File: src/rtl/alu_multdiv.sv
// alu_multdiv: iterative MULT/MULTU/DIV/DIVU into HI/LO, done WIDTH+2 cycles after accept (1 cycle for divide-by-zero).
// start is ignored while busy, no queuing; ALU_MULTDIV_EARLY_OUT_EN lets multiplies leave CALC once the multiplier is exhausted.
module alu_multdiv #(
    parameter int WIDTH = 32,
    parameter int CNT_W = $clog2(WIDTH)
) (
    input  logic             CLK,
    input  logic             RST,
    input  logic             start,
    input  logic [1:0]       op,
    input  logic [WIDTH-1:0] portA,
    input  logic [WIDTH-1:0] portB,
    output logic             busy,
    output logic             done,
    output logic             divZero,
    output logic [WIDTH-1:0] hi,
    output logic [WIDTH-1:0] lo
);

    typedef enum logic [1:0] {
        S_IDLE = 2'd0,
        S_CALC = 2'd1,
        S_FIX  = 2'd2,
        S_DONE = 2'd3
    } state_t;

    localparam logic [CNT_W-1:0] LAST_STEP = CNT_W'(WIDTH - 1);

    state_t             state_q, state_d;
    logic               div_op_q, div_op_d;
    logic               neg_res_q, neg_res_d;
    logic               neg_rem_q, neg_rem_d;
    logic [CNT_W-1:0]   cnt_q, cnt_d;
    logic [WIDTH-1:0]   opnd_q, opnd_d;
    logic [WIDTH-1:0]   shf_q, shf_d;
    logic [2*WIDTH-1:0] acc_q, acc_d;
    logic [WIDTH-1:0]   hi_q, hi_d;
    logic [WIDTH-1:0]   lo_q, lo_d;
    logic               div_zero_q, div_zero_d;

    logic             in_div;
    logic             in_signed;
    logic             a_neg;
    logic             b_neg;
    logic             b_zero;
    logic [WIDTH-1:0] a_mag;
    logic [WIDTH-1:0] b_mag;

    assign in_div    = op[1];
    assign in_signed = ~op[0];
    assign a_neg     = in_signed & portA[WIDTH-1];
    assign b_neg     = in_signed & portB[WIDTH-1];
    assign a_mag     = a_neg ? -portA : portA;
    assign b_mag     = b_neg ? -portB : portB;
    assign b_zero    = (portB == '0);

    // Multiply: opnd_q is the multiplicand, shf_q the multiplier shifting out LSB-first.
    logic [WIDTH-1:0]   mul_addend;
    logic [WIDTH:0]     mul_sum;
    logic [2*WIDTH-1:0] mul_step;

    assign mul_addend = shf_q[0] ? opnd_q : '0;
    assign mul_sum    = {1'b0, acc_q[2*WIDTH-1:WIDTH]} + {1'b0, mul_addend};
    assign mul_step   = {mul_sum, acc_q[WIDTH-1:1]};

    // Divide: opnd_q is the divisor, shf_q shifts the dividend out MSB-first and the quotient in;
    // the partial remainder lives in acc_q[WIDTH:0].
    logic [WIDTH:0]   div_shift;
    logic [WIDTH+1:0] div_diff;
    logic             div_qbit;
    logic [WIDTH:0]   div_rem;

    assign div_shift = {acc_q[WIDTH-1:0], shf_q[WIDTH-1]};
    assign div_diff  = {1'b0, div_shift} - {2'b00, opnd_q};
    assign div_qbit  = ~div_diff[WIDTH+1];
    assign div_rem   = div_qbit ? div_diff[WIDTH:0] : div_shift;

    logic [2*WIDTH-1:0] prod_fix;
    logic [WIDTH-1:0]   quo_fix;
    logic [WIDTH-1:0]   rem_fix;

    assign prod_fix = neg_res_q ? -acc_q : acc_q;
    assign quo_fix  = neg_res_q ? -shf_q : shf_q;
    assign rem_fix  = neg_rem_q ? -acc_q[WIDTH-1:0] : acc_q[WIDTH-1:0];

`ifdef ALU_MULTDIV_EARLY_OUT_EN
    logic             mul_rest_zero;
    logic [CNT_W-1:0] align_sh;

    assign mul_rest_zero = (shf_q[WIDTH-1:1] == '0);
    assign align_sh      = LAST_STEP - cnt_q;
`endif

    always_ff @(posedge CLK or posedge RST) begin
        if (RST) begin
            state_q <= S_IDLE;
        end else begin
            state_q <= state_d;
        end
    end

    always_comb begin
        state_d = state_q;
        case (state_q)
            S_IDLE: begin
                if (start) begin
                    state_d = (in_div && b_zero) ? S_DONE : S_CALC;
                end
            end
            S_CALC: begin
                if (cnt_q == LAST_STEP) begin
                    state_d = S_FIX;
`ifdef ALU_MULTDIV_EARLY_OUT_EN
                end else if (!div_op_q && mul_rest_zero) begin
                    state_d = S_FIX;
`endif
                end
            end
            S_FIX:   state_d = S_DONE;
            S_DONE:  state_d = S_IDLE;
            default: state_d = S_IDLE;
        endcase
    end

    always_comb begin
        busy = (state_q != S_IDLE);
        done = (state_q == S_DONE);
    end

    always_comb begin
        div_op_d   = div_op_q;
        neg_res_d  = neg_res_q;
        neg_rem_d  = neg_rem_q;
        cnt_d      = cnt_q;
        opnd_d     = opnd_q;
        shf_d      = shf_q;
        acc_d      = acc_q;
        hi_d       = hi_q;
        lo_d       = lo_q;
        div_zero_d = div_zero_q;
        case (state_q)
            S_IDLE: begin
                if (start) begin
                    div_op_d   = in_div;
                    neg_res_d  = a_neg ^ b_neg;
                    neg_rem_d  = a_neg;
                    cnt_d      = '0;
                    acc_d      = '0;
                    div_zero_d = 1'b0;
                    if (in_div) begin
                        opnd_d = b_mag;
                        shf_d  = a_mag;
                    end else begin
                        opnd_d = a_mag;
                        shf_d  = b_mag;
                    end
                    if (in_div && b_zero) begin
                        hi_d       = portA;
                        lo_d       = '1;
                        div_zero_d = 1'b1;
                    end
                end
            end
            S_CALC: begin
                cnt_d = cnt_q + 1'b1;
                if (div_op_q) begin
                    acc_d = {{(WIDTH-1){1'b0}}, div_rem};
                    shf_d = {shf_q[WIDTH-2:0], div_qbit};
                end else begin
                    acc_d = mul_step;
                    shf_d = {1'b0, shf_q[WIDTH-1:1]};
`ifdef ALU_MULTDIV_EARLY_OUT_EN
                    // Nothing left to add: apply the remaining right shifts in one go.
                    if (mul_rest_zero) begin
                        acc_d = mul_step >> align_sh;
                    end
`endif
                end
            end
            S_FIX: begin
                if (div_op_q) begin
                    hi_d = rem_fix;
                    lo_d = quo_fix;
                end else begin
                    hi_d = prod_fix[2*WIDTH-1:WIDTH];
                    lo_d = prod_fix[WIDTH-1:0];
                end
            end
            default: ;
        endcase
    end

    always_ff @(posedge CLK or posedge RST) begin
        if (RST) begin
            div_op_q   <= 1'b0;
            neg_res_q  <= 1'b0;
            neg_rem_q  <= 1'b0;
            cnt_q      <= '0;
            opnd_q     <= '0;
            shf_q      <= '0;
            acc_q      <= '0;
            hi_q       <= '0;
            lo_q       <= '0;
            div_zero_q <= 1'b0;
        end else begin
            div_op_q   <= div_op_d;
            neg_res_q  <= neg_res_d;
            neg_rem_q  <= neg_rem_d;
            cnt_q      <= cnt_d;
            opnd_q     <= opnd_d;
            shf_q      <= shf_d;
            acc_q      <= acc_d;
            hi_q       <= hi_d;
            lo_q       <= lo_d;
            div_zero_q <= div_zero_d;
        end
    end

    assign hi      = hi_q;
    assign lo      = lo_q;
    assign divZero = div_zero_q;

endmodule

File: config.mk
export PLATFORM = sky130hd
export DESIGN_NAME = alu_multdiv
export DESIGN_NICKNAME = d
export VERILOG_FILES = /design/src/rtl/alu_multdiv.sv
export SDC_FILE = /design/constraint.sdc
export NUM_CORES = 1
export LEC_CHECK = 0
export ABC_AREA = 1
export CORE_ASPECT_RATIO = 0.9
export CORE_UTILIZATION = 48
export DETAILED_ROUTE_END_ITERATION = 10
export PLACE_DENSITY = 0.68
export SYNTH_ARGS = -nofsm -noshare
export SYNTH_HDL_FRONTEND = slang
export SYNTH_SLANG_ARGS = --single-unit
File: constraint.sdc
create_clock -name CLK -period 7.7 [get_ports CLK]
set_input_delay 1.925 -clock CLK [delete_from_list [all_inputs] [get_ports CLK]]
set_output_delay 1.925 -clock CLK [all_outputs]
set_load 0.01 [all_outputs]
==> metrics.yaml <==
crit_family: "buffers and inverters"
holdBufCountCts: 0
finalSetupViolations: 0
p_leak_nw: 12.28
clkLatencyLatePin_ns: 0.57
core-area_um2: 43330
die_w_um: 224.0
grt_pass1_vias: 22091
place_inst: 4307
worst_pin_slew_ns: 1.348
grt_max_degree: 115
num_rows: 72
post-route-drc-count: 0
cts_buffers: 26
die-area_um2: 45190
hold_path_class: "flip-flop to flip-flop"
cts_tree: "done"
peakVddDrop_uv: 413.0
start_kind: "input pin"
crit_path_max_incr_delay_ns: 0.62
synth_nets: 3840
multiInputGateArea_um2: 13780
layout-drive-gt1-share_pct: 4.411
drt-pass1-iter-count: 6
cap_violations: 0
stdcell_count: 4356
status: "finished, final reports clean"
hold-worst-slack_ns: 0.4796
ff_latch_area_um2: 5087
power.density_nw_per_um2: 537.8
drtIter0Drc: 3996
synth_area_um2: 21280
max_freq_mhz: 212.9
syn_area_per_cell_um2: 5.760
drv_slew: 0
clock_sinks: 203
start_util_pct: 49.12
critical_path_buf_inv_count: 4
root_buffer: "clkbuf_16"
synth_cell_types: 56
finalCriticalPeriod_ns: 4.696
critPathSlowestCell: "clkdlybuf4s50_1"
postPlaceCellArea_um2: 22920
critPathMaxFanout: 50
cp.required_ns: 8.17
fin_nets: 3888
rsz0062_at_grt: "false"
antenna_found_initial: 1
die_h_um: 201.8
via_per_inst: 5.832
drtAntennaViolNets: 0
ctsHtreeMaxLevel: 1
wire_per_inst_um: 22.36
cts_max_path_buffers: 3
gp_congestion: 1.082
critPathKind: "input pin to flip-flop"
synth_cells: 3695
ys_warn_count: 0
synth-seq-cells: 203
yosysTopAreaCell: "dfrtp_1"
design_area_um2: 23850
hold_violations: 0
crit_arrival_ns: 5.17
netlist_top_cells_area: "dfrtp_1 (24%), nand2_1 (22%), nand3_1 (8.9%), inv_1 (8.0%), nor2_1 (7.4%)"
critPathCaptureType: "flip-flop"
ioPinCount: 136
ys_seq_area_share_pct: 23.87
grt_pass1_wl_mm: 142.8
track_usage_pct: 42.32
drt_wl_total_mm: 97.40
vias: 25405
final_cell_mix: "nand2_1 (1273), inv_1 (450), nor2_1 (416)"
crit_chain: "clkdlybuf4s50_1, nand2_1, o21ai_4, buf_4, inv_2, nor2_4, nand2_1, inv_2, o21ai_0, o22ai_1"
cts_resized: 0
portBuffers: 135
synth_top_area_share_pct: 23.87
post-route-period-util_pct: 60.99
cts_setup_buffers: 0
hpwl_mm: 77.74
finalClockSkew_ns: 0.02480
area_delta_synth_final_pct: 12.06
path_clk_slew_ns: 0.06
grt_overflow: 0
maxSlewHeadroom_pct: 9.188
final_core_util_pct: 55.04
setup_tns_ns: 0
fillers: 4599
final_common_cell: "nand2_1"
[registers in the layout, summed over array words and instances (netlist names), 2 cells and up]
signal	flops
acc_q	64
hi	32
lo	32
opnd_q	32
shf_q	32
cnt_q	5
state_q	2
[metal layers]
layer / up-vias / GRT usage, % / part of all wire [%]
met5: - / 0 / 0.011
met4: 2 / 19.06 / 5.2
met3: 223 / 11.03 / 14
li1: 11945 / - / -
met2: 1637 / 58.77 / 40
met1: 11598 / 60.72 / 42
[per-stage QoR]
step | power, W | worst slack [ns]
final | 0.01283 | 3.004
after CTS | 0.01240 | 3.166
after global routing | 0.01359 | 2.876
after detailed placement | 0.01101 | 2.583
after global placement | 0.01101 | 2.621
after floorplan | 0.007893 | 0.2359
[worst min-delay path: stages (launching register included)]
cell	delay (ns)
dfrtp_1	0.34
nand2_1	0.06
nand2_1	0.05
[Yosys cell counts (all sizes together)]
cell type	number
and2	9
dfrtp	203
a21boi	3
o31ai	2
o21ai	144
a21o	2
xor2	50
o211ai	56
o21a	2
nand3	385
a41oi	2
a22o	1
nand3b	11
buf	58
a31oi	21
clkinv	6
nor4	4
o2111ai	2
o221ai	9
or2	9
or3	1
nor3b	2
a211oi	3
a21oi	242
nand2	1289
and3	1
inv	468
a22oi	18
clkbuf	79
xnor2	7
o22ai	10
nor2	451
ha	74
nor3	26
o21bai	7
nand4	36
fa	2
[kinds of logic (layout without fill, tap and decap cells)]
| kind of cell | count (synthesis) | in the layout | synth area share, % |
|---|---|---|---|
| AND/OR/NAND/NOR | 2224 | 2224 | 43.70 |
| buffers and inverters | 611 | 679 | 11.41 |
| AO/OA/AOI/OAI | 524 | 524 | 14.14 |
| flip-flops | 203 | 203 | 23.87 |
| adder cells (fa/ha/maj) | 76 | 76 | 4.539 |
| XOR/XNOR | 57 | 57 | 2.346 |
| other | 0 | 1 | 0 |
[worst paths after layout]
kind	start	to	slack, ns	cells past startpoint
min reg2reg	lo[2]	lo[2]	0.48	2
max reg2reg	state_q[1]	acc_q[45]	4.15	13
max in group asynchronous	RST	div_op_q	4.53	3
min in group asynchronous	RST	hi[14]	1.92	2
max	start	acc_q[45]	3.00	10
min	lo[2]	lo[2]	0.48	2
[area by class of cell]
cell class / count / share of cell area [%]
Timing Repair Buffer: 157 / 6.358
Antenna cell: 1 / 0.01049
Sequential cell: 203 / 21.33
Clock buffer: 37 / 3.200
Multi-Input combinational cell: 2881 / 57.80
Tap cell: 592 / 3.106
Clock inverter: 11 / 0.6977
Inverter: 474 / 7.502
[power by group]
part	switching [W]	leakage (nW)	total [W]	internal (W)
registers	0.000706	2.50	0.00220	0.00150
logic	0.00664	9.33	0.00927	0.00263
clock network	0.000531	0.448	0.00135	0.000823
total	0.00788	12.3	0.0128	0.00495
Note: power is estimated with default switching activity, not from simulation.
